## config.mk

```make
export PLATFORM = sky130hd
export DESIGN_NAME = instr_boot_loader
export DESIGN_NICKNAME = d
export VERILOG_FILES = /design/src/rtl/boot_pkg.sv /design/src/rtl/boot_word_assembler.sv /design/src/rtl/instr_boot_loader.sv
export SDC_FILE = /design/constraint.sdc
export NUM_CORES = 1
export LEC_CHECK = 0
export ABC_AREA = 1
export CORE_MARGIN = 3
export CORE_UTILIZATION = 63
export DETAILED_ROUTE_END_ITERATION = 8
export DONT_BUFFER_PORTS = 1
export GPL_TIMING_DRIVEN = 0
export PLACE_DENSITY = 0.87
export RECOVER_POWER = 100
export SLEW_MARGIN = 20
export SYNTH_ARGS = -nofsm -noshare
export SYNTH_HDL_FRONTEND = slang
export SYNTH_HIERARCHICAL = 1
export SYNTH_SLANG_ARGS = --single-unit
export TNS_END_PERCENT = 20
```

## constraint.sdc

```tcl
create_clock -name clk -period 2.4 [get_ports clk]
set_input_delay 0.6 -clock clk [delete_from_list [all_inputs] [get_ports clk]]
set_output_delay 0.6 -clock clk [all_outputs]
set_load 0.05 [all_outputs]
```

## src/rtl/boot_pkg.sv

```systemverilog
// Shared definitions for the instruction boot loader: stream framing constants and FSM states.
package boot_pkg;

  localparam int INSTR_W    = 19;
  localparam int HDR_BYTES  = 2;
  localparam int WORD_BYTES = 3;

  // Bits of the third word byte that carry no instruction data and must be zero.
  localparam logic [7:0] RSVD_MASK = 8'hF8;

  typedef enum logic [2:0] {
    ST_HDR0,
    ST_HDR1,
    ST_B0,
    ST_B1,
    ST_B2,
    ST_WRITE,
    ST_RUN,
    ST_ERR
  } boot_state_e;

endpackage

```

## src/rtl/boot_word_assembler.sv

```systemverilog
// Collects the three little-endian bytes of one instruction word. The first two bytes
// are held in a shift register; the third is taken live so the full word and its
// format check are available in the same cycle the last byte arrives.
module boot_word_assembler
  import boot_pkg::*;
(
  input  logic               clk,
  input  logic               reset,
  input  logic               clear,
  input  logic               shift_en,
  input  logic [7:0]         byte_in,
  output logic [INSTR_W-1:0] word,
  output logic               fmt_err
);

  localparam int LOW_W = (WORD_BYTES - 1) * 8;
  localparam int TOP_W = INSTR_W - LOW_W;

  logic [LOW_W-1:0] low_bytes;

  // Shift byte 0 then byte 1 in from the top so byte 0 ends up least significant.
  always_ff @(posedge clk) begin
    if (reset || clear) begin
      low_bytes <= '0;
    end else if (shift_en) begin
      low_bytes <= {byte_in, low_bytes[LOW_W-1:8]};
    end
  end

  // Byte 2 contributes the top instruction bits; anything in its upper bits is malformed.
  always_comb begin
    word    = {byte_in[TOP_W-1:0], low_bytes};
    fmt_err = |(byte_in & RSVD_MASK);
  end

endmodule

```

## src/rtl/instr_boot_loader.sv

```systemverilog
// Boot loader: parses a word-count header and 3-byte instruction words from a byte
// stream, writes them to instruction memory and releases the core once all words land.
module instr_boot_loader #(
  parameter int ADDR_W  = 12,
  parameter int INSTR_W = boot_pkg::INSTR_W
) (
  input  logic               clk,
  input  logic               reset,
  input  logic [7:0]         rx_data,
  input  logic               rx_valid,
  output logic               rx_ready,
  output logic               imem_we,
  output logic [ADDR_W-1:0]  imem_addr,
  output logic [INSTR_W-1:0] imem_wdata,
  output logic               cpu_reset,
  output logic               load_done,
  output logic               load_error
);

  import boot_pkg::*;

  localparam int          CNT_W = ADDR_W + 1;
  localparam int          HDR_W = HDR_BYTES * 8;
  localparam logic [31:0] DEPTH = 32'(1) << ADDR_W;

  boot_state_e        state, state_nxt;
  logic [7:0]         hdr_lo;
  logic [HDR_W-1:0]   word_cnt;
  logic [HDR_W-1:0]   hdr_n;
  logic [CNT_W-1:0]   word_idx;
  logic               xfer;
  logic               last_word;
  logic [INSTR_W-1:0] asm_word;
  logic               asm_fmt_err;

  assign xfer      = rx_valid && rx_ready;
  assign hdr_n     = {rx_data, hdr_lo};
  // The counter is one bit wider than the address so N = depth never aliases to 0.
  assign last_word = (32'(word_idx) + 32'd1) == 32'(word_cnt);

  boot_word_assembler u_asm (
    .clk      (clk),
    .reset    (reset),
    .clear    (state == ST_HDR1),
    .shift_en (xfer && ((state == ST_B0) || (state == ST_B1))),
    .byte_in  (rx_data),
    .word     (asm_word),
    .fmt_err  (asm_fmt_err)
  );

  // State register.
  always_ff @(posedge clk) begin
    if (reset) begin
      state <= ST_HDR0;
    end else begin
      state <= state_nxt;
    end
  end

  // Next-state decode and byte-accept handshake.
  always_comb begin
    state_nxt = state;
    rx_ready  = 1'b0;
    case (state)
      ST_HDR0: begin
        rx_ready = 1'b1;
        if (rx_valid) state_nxt = ST_HDR1;
      end
      ST_HDR1: begin
        rx_ready = 1'b1;
        if (rx_valid) begin
          if (32'(hdr_n) > DEPTH)   state_nxt = ST_ERR;
          else if (hdr_n == '0)     state_nxt = ST_RUN;
          else                      state_nxt = ST_B0;
        end
      end
      ST_B0: begin
        rx_ready = 1'b1;
        if (rx_valid) state_nxt = ST_B1;
      end
      ST_B1: begin
        rx_ready = 1'b1;
        if (rx_valid) state_nxt = ST_B2;
      end
      ST_B2: begin
        rx_ready = 1'b1;
        if (rx_valid) state_nxt = asm_fmt_err ? ST_ERR : ST_WRITE;
      end
      ST_WRITE: state_nxt = last_word ? ST_RUN : ST_B0;
      ST_RUN:   state_nxt = ST_RUN;
      ST_ERR:   state_nxt = ST_ERR;
      default:  state_nxt = ST_HDR0;
    endcase
    if (reset) rx_ready = 1'b0;
  end

  // Header capture; only meaningful after an accepted header byte, so left unreset.
  always_ff @(posedge clk) begin
    if (xfer && (state == ST_HDR0)) hdr_lo   <= rx_data;
    if (xfer && (state == ST_HDR1)) word_cnt <= hdr_n;
  end

  // Word index and registered outputs, all derived from the upcoming state.
  always_ff @(posedge clk) begin
    if (reset) begin
      word_idx   <= '0;
      imem_we    <= 1'b0;
      imem_addr  <= '0;
      imem_wdata <= '0;
      cpu_reset  <= 1'b1;
      load_done  <= 1'b0;
      load_error <= 1'b0;
    end else begin
      if (state == ST_HDR1)       word_idx <= '0;
      else if (state == ST_WRITE) word_idx <= word_idx + 1'b1;
      imem_we <= (state_nxt == ST_WRITE);
      if (state_nxt == ST_WRITE) begin
        imem_addr  <= word_idx[ADDR_W-1:0];
        imem_wdata <= asm_word;
      end
      cpu_reset  <= (state_nxt != ST_RUN);
      load_done  <= (state_nxt == ST_RUN);
      load_error <= (state_nxt == ST_ERR);
    end
  end

endmodule

```

==> qor.yml, run 1 <==
critical_path:
  cp-startpoint: "word_idx[0]"
  crit_fanout: 10
  path_class: "flip-flop to flip-flop"
  required_ns: 2.67
  reg2reg_from: "word_idx[0]"
  timing.reg2reg.setup_slack_ns: 0.1
  arrival_ns: 2.57
  crit_path_end_kind: "flip-flop"
  cp-start-kind: "flip-flop"
cts:
  clock-sinks: 91
  clkLatencyLatePin_ns: 0.37
  path_clk_slew_ns: 0.10
  cts_root_buf: "clkbuf_8"
  cts_tree: "built"
  postCtsHoldBufs: 0
  cts_made_buffers: 9
  cts_buffer_depth: 2
  cts_max_level: 3
floorplan:
  initial_core_util_pct: 66.8
  io_pins: 47
  num_rows: 29
  core_area_um2: 6490
  die_width_um: 89.0
  die_area_um2: 7910
  die_h_um: 89.0
flow_run:
  max_cap_violations: 0
sta:
  drv_slew: 0
  finalClockSkew_ns: 0.0202
  setup_tns_ns: 0
  setup_viol: 0
  finalHoldViolCount: 0
  fmax_mhz: 435
  relSlewSlack_pct: 53.4
  worst_pin_slew_ns: 0.695
  rsz0062_at_grt: "yes"
  final.period_utilization_pct: 95.9
  fin_crit_ns: 2.30
grt:
  grt_pass1_vias: 3445
  grt_start_max_net_pins: 19
  grt_busiest_layer: "met2"
  antenna_found_initial: 0
  use_met1_pct: 32.7
  grt.total_usage_pct: 26.2
  grt_pass1_wl_mm: 15.9
  met3_usage_pct: 7.00
  use_met2_pct: 44.1
  grt.overflow.total: 0
drt:
  drc_errors: 0
  viasPerCell: 5.65
  drtIter0Drc: 348
  final_antenna_net_count: 0
  drt-pass1-iter-count: 5
  routedWlPerCell_um: 15.4
  dr_total_vias: 3861
  drt-total-wl_mm: 10.5
cells_and_area:
  final_cell_mix: "nand2_1, nor2_1, inv_1"
  postLayoutCoreUtil_pct: 74.9
  fin_nets: 613
  area_growth_pct: 12.1
  num_antenna_cells: 0
  drive_above_1_share_pct: 16.7
  final_common_cell: "nand2_1"
min_path:
  hold_path_class: "input pin to flip-flop"
  hold_start: "reset"
power_and_ir_drop:
  cellPowerDensity_nw_per_um2: 745
  p_leak_nw: 1.99
  peakVddDrop_mv: 0.522
yosys:
  syn_nets: 590
  synth_cell_type_count: 33
  synth_cells: 578
  synth-seq-cells: 91
  ys_warn_count: 6
  netlist_area_um2: 4340
  yosysSeqAreaShare_pct: 47.6
  avgSynthCellArea_um2: 7.50
placement:
  gp_congestion: 0.952
  io_buffers: 0
  hpwlAfterDp_mm: 7.20
status:
  status: "finished clean"
## path summary, 6_finish.rpt
kind / cells past startpoint / endpoint
max: 17 / imem_addr[4]
min: 1 / state[0]
max reg2reg: 17 / imem_addr[4]
min reg2reg: 0 / word_cnt[7]
## kinds of logic after synthesis
logic type	synth area share [%]
buf+inv	11.1
compound gates	8.83
simple gates	32.0
flops	47.6
xor+xnor	0.202
fa+ha+maj	0.289
## registers in the layout, indices dropped and copies added, names as in the netlist
register / flops
cpu_reset: 1
hdr_lo: 8
imem_addr: 12
imem_wdata: 19
imem_we: 1
load_done: 1
load_error: 1
state: 3
u_asm/low_bytes: 16
word_cnt: 16
word_idx: 13
## cell type report
cell class | count | area [µm²]
plain buffers | 24 | 186
clock buffers | 9 | 124
fillers | 465 | 1630
inverters | 81 | 304
clock inverters | 7 | 65.1
flip-flops and latches | 91 | 2070
multi-input cells | 383 | 1900
repair buffers | 11 | 121
well taps | 77 | 96.3
## metrics by stage
| stage | cells | setup WS (ns) | hold WS, ns | power, mW | area (µm²) |
|---|---|---|---|---|---|
| after global routing | 683 | -0.103 | 0.290 | 3.78 | 4860 |
| final | 683 | 0.0989 | 0.300 | 3.62 | 4860 |
| after detailed placement | 655 | -0.00858 | 0.434 | 2.56 | 4430 |
| after floorplan | 578 | 0.330 | 0.427 | 2.44 | 4340 |
| after global placement | 655 | 0.0492 | 0.431 | 2.54 | 4430 |
| after CTS | 671 | 0.0546 | 0.288 | 3.54 | 4620 |
## metal layers
| layer | routed length [µm] | share of wire, % |
|---|---|---|
| met3 | 791 | 7.5 |
| met5 | 0 | 0 |
| met1 | 4230 | 40 |
| met4 | 262 | 2.5 |
| met2 | 5230 | 50 |
## cells in the mapped netlist
| library cell | number | area (µm²) |
|---|---|---|
| xnor2_1 | 1 | 8.76 |
| nor3_1 | 6 | 30.0 |
| edfxtp_1 | 24 | 721 |
| nor2_4 | 5 | 56.3 |
| buf_8 | 1 | 15.0 |
| inv_1 | 78 | 293 |
| nand3b_1 | 8 | 60.1 |
| a21oi_1 | 35 | 175 |
| a21oi_2 | 9 | 78.8 |
| o221ai_1 | 1 | 8.76 |
| ha_1 | 1 | 12.5 |
| buf_4 | 7 | 52.6 |
| nand4_1 | 5 | 31.3 |
| clkinv_1 | 1 | 3.75 |
| nand2_2 | 4 | 25.0 |
| a22oi_1 | 1 | 7.51 |
| clkbuf_1 | 5 | 18.8 |
| nand2_4 | 1 | 11.3 |
| o21ai_0 | 13 | 65.1 |
| o211ai_1 | 2 | 15.0 |
| o21a_1 | 2 | 15.0 |
| a211oi_1 | 1 | 7.51 |
| nor4_1 | 1 | 6.26 |
| o21ai_1 | 2 | 10.0 |
| nand3_1 | 51 | 255 |
| nand2_1 | 137 | 514 |
| dfxtp_1 | 67 | 1340 |
| inv_2 | 2 | 7.51 |
| buf_2 | 5 | 25.0 |
| nor2_1 | 83 | 312 |
| buf_6 | 6 | 67.6 |
| nor2_2 | 12 | 75.1 |
| nand3_2 | 1 | 10.0 |
## power by group
part	internal [mW]	switching, mW	total [mW]
Combinational	0.247	0.421	0.668
Sequential	1.68	0.275	1.95
Clock	0.404	0.600	1.00
Total	2.33	1.30	3.62
## worst max-delay path, cell delays in order (launching register included)
cell      delay [ns]
dfxtp_4         0.38
ha_4            0.14
nand2_2         0.09
nor2_4          0.18
buf_4           0.14
buf_4           0.10
nand3_1         0.07
nand2_1         0.07
nand3b_1        0.08
nand3_1         0.09
nor2_1          0.05
nand2_1         0.11
nand2_2         0.08
nand2_4         0.12
nand2_8         0.11
buf_8           0.21
a21oi_2         0.13
nor2_1          0.07
## repair_timing
action / in CTS / in global routing
setup endpoints to repair: 26 / 35
pin swaps: 0 / 11
cloned: 0 / 4
resized for setup: 2 / 28
setup buffers: 0 / 8
No activity file was read; power rests on OpenSTA's default activity.
==> run 2: changes to the inputs <==
Settings changed: ABC_AREA 1 to unset.
==> qor.yml, run 2 <==
cells_and_area:
  seqCellArea_um2: 2070  # -0.12%
  top_regs: "imem_wdata: 19 flops, u_asm/low_bytes: 16 flops, word_cnt: 16 flops"
  finalInstanceArea_um2: 4320  # -11%
  multi_input_area_um2: 1730  # -9.0%
  fillers: 409  # -12%
  fin_nets: 402  # -34%
  final_cells: 470  # -31%
  largest_reg_flops: 19  # unchanged
  final_common_cell: "nor2_1"
  area_growth_pct: 9.52
  final_cell_mix: "nor2_1, dfxtp_1, mux2i_1"
  drive_above_1_share_pct: 15.4  # -1.2 points
  largest-register: "imem_wdata"
  num_antenna_cells: 0  # unchanged
yosys:
  synth_cells: 373  # -35%
  yosysSeqAreaShare_pct: 52.3  # +4.8 points
  synth-edff-count: 24  # unchanged
  synthAdderAreaFrac_pct: 0.571  # +0.28 points
  yosysTopAreaCell: "dfxtp_1"
  synth_xor_area_share_pct: 5.78  # +5.6 points
  synth_compound_area_share_pct: 5.87  # -3.0 points
  netlist_area_um2: 3940  # -9.1%
  synth-simple-area-share_pct: 18.3  # -14 points
  syn_nets: 385  # -35%
  synth-seq-cells: 91  # unchanged
  synth_cell_type_count: 56  # +70%
  synth_common_cells: "dfxtp_1, nor2_1, mux2i_1"
  synthFlopType: "dfxtp_1"
  ys_warn_count: 6  # unchanged
  synth_top_area_share_pct: 34.0  # +3.1 points
  synthArstFlopShare_pct: 0  # unchanged
  synth_area_leaders: "dfxtp_1, edfxtp_1, mux2i_1, nor2_1, xnor2_1"
  avgSynthCellArea_um2: 10.6  # +41%
  synth_mux_area_share_pct: 12.2  # +12 points
  synth_top_family_by_area: "simple AND/OR/NAND/NOR gates"
power_and_ir_drop:
  cellPowerDensity_nw_per_um2: 660  # -11%
  p_leak_nw: 1.48  # -26%
  peakVddDrop_mv: 0.689  # +32%
sta:
  fmax_mhz: 425  # -2.2%
  worst_slack_ns: 0.0474  # -0.0515 ns
  finalHoldViolCount: 0  # unchanged
  setup_viol: 0  # unchanged
  rsz0062_at_grt: "yes"
  drv_slew: 0  # unchanged
  worst_pin_slew_ns: 0.664  # -0.0313 ns
  final.period_utilization_pct: 98.0  # +2.1 points
  finalClockSkew_ns: 0.0101  # -0.0100 ns
  fin_crit_ns: 2.35  # +0.0515 ns
  hold_ws_ns: 0.335  # +0.0348 ns
  relSlewSlack_pct: 55.5  # +2.0 points
  setup_tns_ns: 0  # unchanged
floorplan:
  die_area_um2: 7240  # -8.5%
  io_pins: 47  # unchanged
  initial_core_util_pct: 65.8  # -0.96 points
  die_width_um: 85.1  # -4.3%
  die_h_um: 85.1  # -4.3%
  num_rows: 28  # -3.4%
  core_area_um2: 5990  # -7.8%
critical_path:
  crit_path_max_incr_delay_ns: 0.41  # +0.03 ns
  cp-start-kind: "flip-flop"
  required_ns: 2.69  # +0.02 ns
  crit_path_end_kind: "flip-flop"
  cp_top_family: "simple AND/OR/NAND/NOR gates"
  cp_cell_sequence: "ha_1 -> buf_6 -> nand4_4 -> o31a_1 -> or4_1 -> a32oi_2 -> nand4_1 -> a21oi_2 -> and3b_1"
  cp_num_buf_inv: 1  # -2
  crit_fanout: 8  # -2
  arrival_ns: 2.64  # +0.07 ns
  path_class: "flip-flop to flip-flop"
  critPathSlowestCell: "or4_1"
grt:
  grt_start_max_net_pins: 17  # -2
  grt_pass1_vias: 2705  # -21%
  grt_pass1_wl_mm: 13.3  # -16%
  grt.overflow.total: 0  # unchanged
  antenna_found_initial: 0  # unchanged
  grt.total_usage_pct: 23.5  # -2.7 points
drt:
  routedWlPerCell_um: 17.2  # +12%
  drt-pass1-iter-count: 4  # -1
  drc_errors: 0  # unchanged
  dr_total_vias: 2783  # -28%
  final_antenna_net_count: 0  # unchanged
  drtIter0Drc: 202  # -42%
  drt-total-wl_mm: 8.09  # -23%
  viasPerCell: 5.92  # +4.7%
min_path:
  hold_path_class: "input pin to flip-flop"
cts:
  path_clk_slew_ns: 0.09  # about the same
  clkLatencyLatePin_ns: 0.35  # -0.02 ns
  cts_root_buf: "clkbuf_8"
  cts_max_level: 3  # unchanged
  cts_buffer_depth: 2  # unchanged
  cts_tree: "built"
  clock-sinks: 91  # unchanged
  cts_made_buffers: 9  # unchanged
placement:
  place_area_um2: 4040  # -8.9%
  hpwlAfterDp_mm: 5.68  # -21%
  dpl.cell_count: 448  # -32%
  pre_cts_slack_ns: -0.288  # -0.279 ns
  gp_congestion: 0.876  # -8.0%
  io_buffers: 0  # unchanged
flow_run:
  max_cap_violations: 0  # unchanged
status:
  status: "finished clean"
run 2: per-layer routing:
metal,wire length (µm),GRT usage [%],part of all wire [%]
met5,0,0,0
met4,210,12.4,2.6
met3,607,7.77,7.5
met2,4010,39.5,50
met1,3260,26.5,40
run 2: logic make-up (layout without fill, tap and decap cells):
logic type / Yosys count / after routing
AND/OR/NAND/NOR: 138 / 138
flip-flops: 91 / 91
multiplexers: 48 / 48
AO/OA/AOI/OAI: 35 / 35
buffers and inverters: 33 / 55
XOR/XNOR: 26 / 26
adder cells (fa/ha/maj): 2 / 2
run 2: where the power goes:
part           total [mW]  internal [mW]  switching (mW)
Clock               0.970          0.443           0.527
Combinational       0.236         0.0938           0.142
Sequential           1.64           1.60          0.0384
run 2: timing repair:
action,4_1_cts,5_1_grt
setup buffers,1,5
setup endpoints to repair,51,35
pin swaps,2,7
hold buffers,0,0
resized for setup,5,11
run 2: through the flow:
stage          utilization, %  power [mW]
6_report                 72.1        2.85
5_1_grt                  72.1        2.96
4_1_cts                  71.1        2.86
3_5_place_dp             67.4        1.90
3_3_place_gp             67.4        1.89
2_1_floorplan               -        1.85
run 2: worst register-to-register path, delay by kind of cell, from the launching register on:
kind | cells | cell delay [ns]
fa+ha+maj | 1 | 0.16
compound gates | 3 | 0.74
simple gates | 4 | 0.90
flops | 1 | 0.35
buf+inv | 1 | 0.15
run 2: worst paths after layout:
check,startpoint,endpoint,slack (ns),depth (start not counted)
hold reg to reg,hdr_lo[0],word_cnt[0],0.46,0
setup reg to reg,word_idx[1],imem_we,0.05,9
setup / recovery,word_idx[1],imem_we,0.05,9
hold / removal,rx_data[7],hdr_lo[7],0.34,0
run 2: layout make-up:
| type | instances | area share (%) |
|---|---|---|
| plain buffers | 28 | 4.12 |
| repair buffers | 6 | 1.04 |
| flip-flops and latches | 91 | 47.9 |
| inverters | 5 | 0.435 |
| clock inverters | 4 | 0.783 |
| clock buffers | 12 | 3.59 |
| multi-input cells | 249 | 40.0 |
| well taps | 75 | 2.17 |
==> run 3: changes to the inputs <==
Settings changed: SYNTH_HIERARCHICAL 1 to unset.
==> qor.yml, run 3 <==
sta:
  worst_pin_slew_ns: 0.836  # +0.172 ns
  setup_viol: 12  # +12
  relSlewSlack_pct: 44.2  # -11 points
  finalClockSkew_ns: 0.0140  # +0.00390 ns
  final.period_utilization_pct: 108  # +9.8 points
  finalHoldViolCount: 0  # unchanged
  fin_crit_ns: 2.59  # +0.235 ns
  drv_slew: 0  # unchanged
  rsz0062_at_grt: "yes"
  setup_tns_ns: -0.613  # -0.613 ns
  worst_slack_ns: -0.187  # -0.235 ns
  fmax_mhz: 387  # -9.1%
placement:
  pre_cts_slack_ns: -0.601  # -0.313 ns
  gp_congestion: 0.968  # +11%
  dpl.cell_count: 517  # +15%
  io_buffers: 0  # unchanged
  hpwlAfterDp_mm: 6.98  # +23%
yosys:
  syn_nets: 454  # +18%
  netlist_area_um2: 3970  # +0.83%
  synth_cell_type_count: 49  # -13%
  avgSynthCellArea_um2: 8.99  # -15%
  synth_top_area_share_pct: 33.8  # -0.28 points
  synth_cells: 442  # +18%
  yosys.cell_count.top_type: "dfxtp_1"
  synth_common_cells: "dfxtp_1, a21oi_1, nand2_1"
  synth-seq-cells: 91  # unchanged
  yosysSeqAreaShare_pct: 51.9  # -0.43 points
  synthArstFlopShare_pct: 0  # unchanged
  yosysTopAreaCell: "dfxtp_1"
  synth-edff-count: 24  # unchanged
  ys_warn_count: 0  # -6
  synthFlopType: "dfxtp_1"
  synth_area_leaders: "dfxtp_1, edfxtp_1, a21oi_1, o21ai_0, nand3_1"
status:
  violations: "negative setup slack"
  status: "complete, but fails checks"
drt:
  drt-pass1-iter-count: 5  # +1
  drt-total-wl_mm: 11.1  # +37%
  drc_errors: 0  # unchanged
  drtIter0Drc: 466  # +130%
  final_antenna_net_count: 0  # unchanged
  routedWlPerCell_um: 20.0  # +16%
  viasPerCell: 6.59  # +11%
  dr_total_vias: 3653  # +31%
critical_path:
  cp-start-kind: "flip-flop"
  arrival_ns: 2.86  # +0.22 ns
  crit_path_end_kind: "flip-flop"
  path_class: "flip-flop to flip-flop"
  crit_fanout: 6  # -2
  cp-startpoint: "word_idx[6]"
  required_ns: 2.67  # -0.02 ns
  reg2reg_from: "word_idx[6]"
cells_and_area:
  final_cell_mix: "a21oi_1, dfxtp_1, nand2_1"
  largest_reg_flops: 19  # unchanged
  area_growth_pct: 16.2
  top_regs: "imem_wdata: 19 flops, u_asm.low_bytes: 16 flops, word_cnt: 16 flops"
  final_common_cell: "a21oi_1"
  fillers: 417  # +2.0%
  final_cells: 554  # +18%
  drive_above_1_share_pct: 20.0  # +4.6 points
  num_antenna_cells: 0  # unchanged
  fin_nets: 486  # +21%
  largest-register: "imem_wdata"
cts:
  cts_root_buf: "clkbuf_8"
  postCtsHoldBufs: 0  # unchanged
  cts_max_level: 3  # unchanged
  cts_made_buffers: 9  # unchanged
  cts_tree: "built"
  path_clk_slew_ns: 0.10  # about the same
  clkLatencyLatePin_ns: 0.38  # +0.03 ns
  cts_buffer_depth: 2  # unchanged
  clock-sinks: 91  # unchanged
floorplan:
  die_width_um: 85.4  # +0.38%
  io_pins: 47  # unchanged
  num_rows: 28  # unchanged
  die_h_um: 85.4  # +0.38%
  initial_core_util_pct: 65.9  # +0.16 points
  core_area_um2: 6030  # +0.58%
  die_area_um2: 7300  # +0.77%
power_and_ir_drop:
  p_leak_nw: 1.52  # +2.8%
  finalPower_mw: 3.01  # +5.5%
  cellPowerDensity_nw_per_um2: 651  # -1.4%
  peakVddDrop_mv: 0.500  # -27%
grt:
  grt_pass1_vias: 3360  # +24%
  grt.overflow.total: 0  # unchanged
  grt_pass1_wl_mm: 17.0  # +28%
  grt.total_usage_pct: 30.1  # +6.6 points
  grt_start_max_net_pins: 18  # +1
  antenna_found_initial: 0  # unchanged
min_path:
  hold_start: "rx_data[5]"
  hold_path_class: "input pin to flip-flop"
flow_run:
  max_cap_violations: 0  # unchanged
==> run 3: cell count changes after synthesis, sizes merged, moves of 4 or more <==
cell	previous run	this run
clkbuf	7	23
xor2	11	2
mux2i	47	1
o21ai	6	43
nand2	12	53
nor2	67	11
a21o	0	4
nand3	10	42
or4	2	8
a21oi	13	64
nor2b	2	6
buf	21	14
==> run 3: layer usage <==
layer | track usage, % | part of all wire (%)
met1 | 39.3 | 39
met2 | 46.7 | 47
met3 | 9.42 | 11
met4 | 12.2 | 3.3
met5 | 0 | 0
==> run 3: worst paths after layout <==
| check | endpoint | slack [ns] | cells after the start |
|---|---|---|---|
| min reg2reg | u_asm.low_bytes[5] | 0.47 | 2 |
| max | cpu_reset | -0.19 | 6 |
| max reg2reg | cpu_reset | -0.19 | 6 |
| min | word_cnt[13] | 0.31 | 0 |
==> run 3: repair_timing <==
action                     4_1_cts  5_1_grt
pin swaps                       10       10
cloned                           0        1
hold endpoints to repair         0        0
buffers inserted                15        6
setup endpoints to repair       53       36
resized for setup               41       39
==> run 3: cell type report <==
cell class	instances	area (µm²)	area share, %
repair buffers	22	168	3.63
clock inverters	7	57.6	1.25
multi-input cells	309	1850	40.0
well taps	75	93.8	2.03
flip-flops and latches	91	2080	45.1
plain buffers	36	226	4.90
inverters	5	18.8	0.406
clock buffers	9	124	2.68
==> run 3: cells by family (layout without fill, tap and decap cells) <==
family / count (synthesis) / after routing / synth area share, %
compound gates: 127 / 127 / 17.5
mux: 1 / 1 / 0.252
flops: 91 / 91 / 51.9
buf+inv: 42 / 79 / 5.13
simple gates: 163 / 163 / 21.2
fa+ha+maj: 1 / 1 / 0.315
xor+xnor: 17 / 17 / 3.75
==> run 3: critical path: stages (launching register included) <==
cell and delay (ns):
dfxtp_4 0.42, nand3_4 0.09, or4_4 0.52, a32o_1 0.21, or4_4 0.48, or4_4 0.47, a211o_1 0.28
==> run 3: power by group <==
part	internal, mW	leakage [nW]	switching, mW	total [mW]
clock	0.398	0.0987	0.601	0.999
sequential	1.60	0.765	0.0395	1.64
combinational	0.114	0.653	0.251	0.365
==> run 3: metrics by stage <==
| stage | cell area (µm²) | utilization, % | hold slack, ns |
|---|---|---|---|
| 6_report | 4620 | 76.7 | 0.310 |
| 5_1_grt | 4620 | 76.7 | 0.296 |
| 4_1_cts | 4500 | 74.7 | 0.309 |
| 3_5_place_dp | 4070 | 67.6 | 0.424 |
| 3_3_place_gp | 4070 | 67.6 | 0.423 |
| 2_1_floorplan | 3980 | - | 0.417 |
